File: config.mk
export PLATFORM = sky130hd
export DESIGN_NAME = mem_port_arbiter
export DESIGN_NICKNAME = d
export VERILOG_FILES = /design/src/rtl/mem_port_arbiter.sv
export SDC_FILE = /design/constraint.sdc
export NUM_CORES = 1
export LEC_CHECK = 0
export CORE_ASPECT_RATIO = 0.7
export CORE_MARGIN = 8
export CORE_UTILIZATION = 41
export DETAILED_ROUTE_END_ITERATION = 16
export MAX_ROUTING_LAYER = met4
export PLACE_DENSITY = 0.8
export SLEW_MARGIN = 0
export SYNTH_ARGS = -nofsm -noshare
export SYNTH_HDL_FRONTEND = slang
export SYNTH_SLANG_ARGS = --single-unit
export TNS_END_PERCENT = 5
File: constraint.sdc
create_clock -name CLK -period 1.76 [get_ports CLK]
set_input_delay 0.528 -clock CLK [delete_from_list [all_inputs] [get_ports CLK]]
set_output_delay 0.528 -clock CLK [all_outputs]
set_load 0.01 [all_outputs]
File: src/rtl/mem_port_arbiter.sv
// mem_port_arbiter
// Shares one data_memory_system port between two requesters with round-robin
// arbitration. The winning request is latched and held on the memory strobes
// until Stall drops, then read data and a one-cycle ack go back to the owner.
// A saturating stall counter raises a sticky flag when an access hangs.
module mem_port_arbiter #(
  parameter int DATA_WIDTH = 32,
  parameter int ADDR_WIDTH = 10,
  parameter int TIMEOUT    = 64,
  parameter int CNT_WIDTH  = 8
) (
  input  logic                  CLK,
  input  logic                  rst_n,

  input  logic                  req0,
  input  logic                  we0,
  input  logic [ADDR_WIDTH-1:0] addr0,
  input  logic [DATA_WIDTH-1:0] wdata0,
  output logic                  ack0,
  output logic [DATA_WIDTH-1:0] rdata0,

  input  logic                  req1,
  input  logic                  we1,
  input  logic [ADDR_WIDTH-1:0] addr1,
  input  logic [DATA_WIDTH-1:0] wdata1,
  output logic                  ack1,
  output logic [DATA_WIDTH-1:0] rdata1,

  output logic                  MemRead,
  output logic                  MemWrite,
  output logic [ADDR_WIDTH-1:0] WordAddress,
  output logic [DATA_WIDTH-1:0] DataIn,
  input  logic                  Stall,
  input  logic [DATA_WIDTH-1:0] DataOut,

  output logic                  busy,
  output logic                  grant_id,
  output logic                  timeout_err
);

  typedef enum logic {
    ST_IDLE = 1'b0,
    ST_BUSY = 1'b1
  } state_t;

  localparam logic [CNT_WIDTH-1:0] CNT_MAX   = {CNT_WIDTH{1'b1}};
  localparam logic [CNT_WIDTH-1:0] CNT_LIMIT = CNT_WIDTH'(TIMEOUT);

  state_t                r_state;
  logic                  r_lastGrant;
  logic [CNT_WIDTH-1:0]  r_stallCnt;

  logic                  w_elig0;
  logic                  w_elig1;
  logic                  w_anyElig;
  logic                  w_winner;
  logic                  w_winWe;
  logic [ADDR_WIDTH-1:0] w_winAddr;
  logic [DATA_WIDTH-1:0] w_winWdata;
  logic                  w_grant;
  logic                  w_complete;
  logic [CNT_WIDTH-1:0]  w_stallCntNext;

  // Pick a winner among eligible requesters; a requester being acked this
  // cycle sits out so it has one cycle to drop or change its request.
  always_comb begin
    w_elig0   = req0 & ~ack0;
    w_elig1   = req1 & ~ack1;
    w_anyElig = w_elig0 | w_elig1;
    if (w_elig0 && w_elig1) begin
      w_winner = ~r_lastGrant;
    end else begin
      w_winner = w_elig1;
    end
    w_winWe    = w_winner ? we1    : we0;
    w_winAddr  = w_winner ? addr1  : addr0;
    w_winWdata = w_winner ? wdata1 : wdata0;
    w_grant    = (r_state == ST_IDLE) && w_anyElig;
    w_complete = (r_state == ST_BUSY) && !Stall;
  end

  // Next stall count, pinned at the counter maximum instead of wrapping.
  always_comb begin
    w_stallCntNext = r_stallCnt;
    if (r_stallCnt != CNT_MAX) begin
      w_stallCntNext = r_stallCnt + CNT_WIDTH'(1);
    end
  end

  // Access FSM: grant in IDLE, hold strobes in BUSY until the memory is ready.
  always_ff @(posedge CLK) begin
    if (!rst_n) begin
      r_state     <= ST_IDLE;
      r_lastGrant <= 1'b1;
      MemRead     <= 1'b0;
      MemWrite    <= 1'b0;
      busy        <= 1'b0;
      grant_id    <= 1'b0;
    end else begin
      case (r_state)
        ST_IDLE: begin
          if (w_grant) begin
            MemRead  <= ~w_winWe;
            MemWrite <= w_winWe;
            grant_id <= w_winner;
            busy     <= 1'b1;
            r_state  <= ST_BUSY;
          end
        end
        ST_BUSY: begin
          if (w_complete) begin
            MemRead     <= 1'b0;
            MemWrite    <= 1'b0;
            busy        <= 1'b0;
            r_lastGrant <= grant_id;
            r_state     <= ST_IDLE;
          end
        end
      endcase
    end
  end

  // Capture the winner's address and write data; they stay put through BUSY.
  always_ff @(posedge CLK) begin
    if (!rst_n) begin
      WordAddress <= '0;
      DataIn      <= '0;
    end else if (w_grant) begin
      WordAddress <= w_winAddr;
      DataIn      <= w_winWdata;
    end
  end

  // Return path: one-cycle ack to the owner, read data captured only for reads.
  always_ff @(posedge CLK) begin
    if (!rst_n) begin
      ack0   <= 1'b0;
      ack1   <= 1'b0;
      rdata0 <= '0;
      rdata1 <= '0;
    end else begin
      ack0 <= 1'b0;
      ack1 <= 1'b0;
      if (w_complete) begin
        if (grant_id) begin
          ack1 <= 1'b1;
          if (MemRead) begin
            rdata1 <= DataOut;
          end
        end else begin
          ack0 <= 1'b1;
          if (MemRead) begin
            rdata0 <= DataOut;
          end
        end
      end
    end
  end

  // Stall watchdog: count stalled edges of the current access and latch the
  // error flag once the limit is reached; the access itself keeps waiting.
  always_ff @(posedge CLK) begin
    if (!rst_n) begin
      r_stallCnt  <= '0;
      timeout_err <= 1'b0;
    end else if (w_grant) begin
      r_stallCnt <= '0;
    end else if ((r_state == ST_BUSY) && Stall) begin
      r_stallCnt <= w_stallCntNext;
      if (w_stallCntNext >= CNT_LIMIT) begin
        timeout_err <= 1'b1;
      end
    end
  end

endmodule

* Yosys cells after proc, flatten, opt, wreduce, memory -nomap -nowiden
Cells that the tools add are included.
** Storage, ports and cells
- Input bits :: 123
- Flip-flop bits (word level) :: 123
- Output and inout port bits :: 113
- Word-level logic and storage cells :: 60
** Operators by class
- Muxes and demuxes :: 17
- Equal/unequal tests :: 3
- Bitwise logic cells :: 11
- Order comparisons :: 1
- $add $sub $neg :: 1
- Reductions and logical operators :: 13
** Operators with widths (count)
- 2-to-1 mux 32 bit :: 1
- 2-to-1 mux 1 bit :: 10
- 2-to-1 mux 10 bit :: 1
- AND reduction 3 bit :: 3
- adder 8 x 1 -> 8 bit (second input constant) :: 1
- greater-or-equal comparator 8 x 7 -> 1 bit (second input constant) :: 1
- 2-to-1 mux 8 bit :: 1
- != test 8 bit (second input constant) :: 1
- NOT 1 bit :: 8
- one-hot mux 1 bit (2 select lines) :: 4
- AND reduction 2 bit :: 4
- logical AND 1 bit :: 4
- bitwise AND 1 bit :: 2
- != test 2 x 1 -> 1 bit (second input constant) :: 1
- != test 2 bit (second input constant) :: 1
- OR reduction 2 bit :: 1
- logical NOT 1 bit :: 1
- OR 1 bit :: 1

* Depth between registers and ports, before layout
- Depth in word-level cells :: 8
- Depth in mapped cells :: 7

* Worst setup path after synthesis
Ideal clock, no wire load.
- Path type :: input -> register
- Start point :: input Stall
- End point :: register rdata1[27]
- Slack :: 0.295 ns
- Arrival time :: 1.349 ns
- Required time :: 1.644 ns
- Cell stages on the path :: 7
- Cells stage by stage :: and2b_1 > buf_6 > and3_1 > buf_4 > buf_6 > nand2_1 > a21boi_1
** On the way
- Cells in the longest elaborated chain, start to end :: 3
** Ends and longest elaborated chain
- start, declared :: line 33 : input logic Stall,
- logical NOT 1 bit :: line 79 : w_complete = (r_state == ST_BUSY) && !Stall;
- logical AND 1 bit :: line 79
- AND reduction 3 bit (no source line)
- end signal, assigned :: line 148 : rdata1 <= DataOut;
- end, declared :: line 27 : output logic [DATA_WIDTH-1:0] rdata1,
No other way between the ends.
A chain may end at the register's enable or synchronous reset.

* Worst setup path in the final report
- Start point :: input req0
- End point :: register DataIn[28]
** On the way
- Cells in the longest elaborated chain, start to end :: 4
- Elaborated cells on any way between the ends :: 6
- Those cells by class :: mux (2); bitwise (2); reduce/logical (2)
** Ends and longest elaborated chain
- start, declared :: line 15 : input logic req0,
- bitwise AND 1 bit (*) :: line 67 : w_elig0 = req0 & ~ack0;
- logical AND 1 bit :: line 70 : if (w_elig0 && w_elig1) begin
- 2-to-1 mux 1 bit :: line 70
- 2-to-1 mux 32 bit :: line 77 : w_winWdata = w_winner ? wdata1 : wdata0;
- end signal, assigned :: line 130 : DataIn <= w_winWdata;
- end, declared :: line 32 : output logic [DATA_WIDTH-1:0] DataIn,
Mark *: on every way between the ends. The rest lies on a longest branch, timed or not.

==> results.md <==
Global route:
- For this run, the total global-route usage over all layers was measured as 0.210.
- The first-pass GRT wire length is 26.1 mm.
- The initial antenna violation count is 1.
- Entering global routing, the biggest net connects ~70 pins.
- The via count of the first global-routing pass is slightly above 5000.
- The total overflow left after global routing is 0.

Routing:
- The number of vias in the routed layout is between 5000 and 6000.
- The first routing iteration left between 300 and 400 violations.
- The number of detailed-route iterations in the first pass is 5.
- The post-detailed-route wirelength per cell is roughly 17 µm.
- Dividing the detail-routed via count by the number of cells gives between 5 and 6.
- The total DRC errors in the routed layout is 0.
- The final wirelength is 16.9 mm.
- The count of nets left with antenna violations once routing finished came out at 0.

Floorplanning:
- The initial utilization of the core area, before any placement, comes to 0.422.
- The total die area is between 15000 and 20000 µm².
- The width of the die is about 150 µm.
- From bottom edge to top edge, the die measures roughly 110 µm.
- The count of standard-cell rows is 33.
- The number of top-level pins is approximately 240.
- In this run the standard cell core region covers between 10000 and 15000 µm².

Timing:
- Setup violations remaining at the end of the flow were counted as 0.
- The final-report hold violation count came to 0.
- Hold is met by roughly 450 ps.
- The final worst clock skew is roughly 12 ps.
- The final worst-path cycle share is 0.921.
- The worst-margin pin slew is 424 ps.
- The total count of max-transition violations in the final report is 0.
- In this run the tightest slew margin relative to its limit is 0.715.
- The worst path meets setup with between 100 and 150 ps of slack.
- The worst path needs between 1500 and 2000 ps of the cycle, external delays included.
- Setup repair after global routing left no endpoint under its margin.
- For this run, the top clock speed supported by timing is roughly 620 MHz.

Clock network:
- The tree is rooted in a sky130_fd_sc_hd__clkbuf_16.
- At the later pin of the worst-skew pair, clock insertion delay measures between 400 and 500 ps.
- The clock tree synthesis step divided the H-tree into 4 levels.
- The CTS tree is built.
- The clock transition at the registers of the reported paths is 60 ps.
- The maximum clock path buffer count is 2.
- Counting every sink on the clock net gives about 120.
- Buffers inserted to repair hold after CTS numbered 0.
- TritonCTS created 17 clock buffers.

Synthesis:
- The dominant cell type by area after synthesis is sky130_fd_sc_hd__dfxtp_1.
- For this run, the number of Yosys warnings is 0.
- The number of nets in the synthesized netlist is roughly 730.
- After synthesis, the netlist uses 37 different library cells.
- For this run, the register share of the synthesized area comes to 0.498.
- For this run, asynchronously set or reset flops after synthesis account for 0.
- In the post-synthesis netlist, the cell with the most instances is sky130_fd_sc_hd__nand2_1.
- Yosys mapped a number of flops with a built-in enable equal to 0.
- The synthesized area per cell is 8.19 µm².
- The synthesized instance count is ~600.
- The flip-flop and latch count after synthesis is around 120.
- The share of synthesized area in the top cell type comes to 0.498.
- In the post-synthesis netlist, the biggest area contributors are sky130_fd_sc_hd__dfxtp_1 (50%), sky130_fd_sc_hd__nand2_1 (17%), sky130_fd_sc_hd__a21boi_1 (9.7%).
- The cell area after synthesis is 4940 µm².
- The predominant post-synthesis flop cell is sky130_fd_sc_hd__dfxtp_1.
- In the synthesized netlist, the cells that appear most often are sky130_fd_sc_hd__nand2_1 (221), sky130_fd_sc_hd__dfxtp_1 (123), sky130_fd_sc_hd__a21boi_1 (64).

Worst setup path:
- The data required time of the worst path is ~2100 ps.
- STA classifies the critical path endpoint as a flop.
- The arrival time of data at the critical path endpoint is 1940 ps.
- The startpoint type of the worst setup path is an input port.
- The maximum fanout along the worst path is 42.
- The worst setup path is of the input port to flop kind.

Power:
- The total leakage power is around 3.5 nW.
- The worst-case IR drop observed on VDD is between 0.6 and 0.7 mV.
- The power density relative to cell area is around 970 nW/µm².

Final layout:
- In the final layout, the share of cells above drive strength 1 is 0.0718.
- Once layout is complete, the utilization of the core stands at 0.682.
- The area growth from synthesis to layout is 61.8%.
- The number of fill cells in the layout is 950.
- For this run, the post-layout net count is 960.

Placement:
- Detailed placement finished with a half-perimeter wire length of ~12 mm.
- The routability congestion estimate is around 0.85.
- At the placement stage, the worst setup path has a slack of -309 ps.
- The count of buffers added on input and output ports is about 240.

Outcome:
- The run finished with clean final reports.

Job:
- The count of maximum capacitance violations is 0.

Worst hold path:
- The worst min-delay path class is flop to flop.
sequential cells by signal, indices dropped and copies added, names as in the netlist, named ones only:
signal / flops
busy: 1
r_lastGrant: 1
WordAddress: 10
r_state: 1
DataIn: 32
timeout_err: 1
rdata1: 32
MemRead: 1
rdata0: 32
ack1: 1
ack0: 1
grant_id: 1
r_stallCnt: 3
MemWrite: 1
cell usage in the layout, fill, tap and decap left out, types with 5 or more instances in the layout:
| cell | Yosys | final |
|---|---|---|
| sky130_fd_sc_hd__nand2b_1 | 5 | 5 |
| sky130_fd_sc_hd__a31oi_1 | 43 | 43 |
| sky130_fd_sc_hd__nor2_1 | 13 | 13 |
| sky130_fd_sc_hd__o21ai_0 | 44 | 44 |
| sky130_fd_sc_hd__clkbuf_16 | 0 | 17 |
| sky130_fd_sc_hd__nand2_1 | 221 | 221 |
| sky130_fd_sc_hd__buf_12 | 0 | 7 |
| sky130_fd_sc_hd__dlygate4sd2_1 | 0 | 113 |
| sky130_fd_sc_hd__buf_4 | 2 | 17 |
| sky130_fd_sc_hd__dfxtp_1 | 123 | 123 |
| sky130_fd_sc_hd__a21boi_1 | 64 | 64 |
| sky130_fd_sc_hd__clkdlybuf4s50_1 | 0 | 121 |
power by group:
| part | switching (mW) | internal, mW | leakage (nW) | total, mW |
|---|---|---|---|---|
| registers | 0.0626 | 2.92 | 1.00 | 2.98 |
| clock network | 1.29 | 2.42 | 0.300 | 3.70 |
| logic | 0.474 | 0.561 | 2.16 | 1.03 |
final cells by class:
class	count	area, µm²	share of cell area
Tap cell	157	196	0.0246
Clock inverter	13	191	0.0239
Inverter	2	7.51	0.000939
Multi-Input combinational cell	433	2220	0.278
Timing Repair Buffer	259	2470	0.309
Antenna cell	1	2.50	0.000313
Sequential cell	123	2460	0.308
Clock buffer	19	443	0.0554
kinds of logic (layout without fill, tap and decap cells):
family | after synthesis | after routing | share of synthesized area
and+or+nand+nor | 262 | 262 | 0.217
AOI/OAI and AO/OA | 160 | 160 | 0.210
DFF | 123 | 123 | 0.498
buffers and inverters | 48 | 293 | 0.0529
xor gates and xnor gates | 5 | 5 | 0.00886
muxes | 5 | 5 | 0.0104
adders and majority gates | 1 | 1 | 0.00253
other | 0 | 1 | 0
stage by stage:
| step | area [µm²] | power, mW | TNS (ps) | std cells |
|---|---|---|---|---|
| after floorplan | 4940 | 3.46 | 0 | 604 |
| after global placement | 7500 | 4.14 | -22500 | 974 |
| after detailed placement | 7500 | 4.17 | -27740 | 974 |
| after CTS | 8000 | 7.79 | 0 | 1006 |
| after global routing | 8000 | 8.01 | 0 | 1007 |
| final | 8000 | 7.72 | 0 | 1007 |
final timing paths:
path	startpoint	endpoint	slack, ps	cells after the start
max	req0	DataIn[28]$_SDFFE_PN0P_	140	6
min	rdata0[28]$_SDFFE_PN0P_	rdata0[28]$_SDFFE_PN0P_	450	2
max reg2reg	r_stallCnt[0]$_SDFFE_PP0P_	flop	170	5
min reg2reg	rdata0[28]$_SDFFE_PN0P_	rdata0[28]$_SDFFE_PN0P_	450	2
worst max-delay path, cell delays in order:
cell                              delay (ps)
sky130_fd_sc_hd__clkdlybuf4s50_1         480
sky130_fd_sc_hd__and3b_1                 210
sky130_fd_sc_hd__or2_1                   180
sky130_fd_sc_hd__buf_12                  230
sky130_fd_sc_hd__nand2_1                  90
sky130_fd_sc_hd__a31oi_1                 210
routing by layer:
metal	vias up	wire length, µm	global-route usage
li1	2490	-	-
met1	2380	6890	0.228
met2	217	8360	0.357
met3	29	1260	0.0630
met4	0	363	0.0827
met5	-	0	-
repair_timing:
action	in CTS	in global routing
setup endpoints to repair	113	2
gates resized for setup	113	1
pin swaps	0	0
hold endpoints to repair	0	0
setup buffers	0	0
No activity file was read; power rests on OpenSTA's default activity.
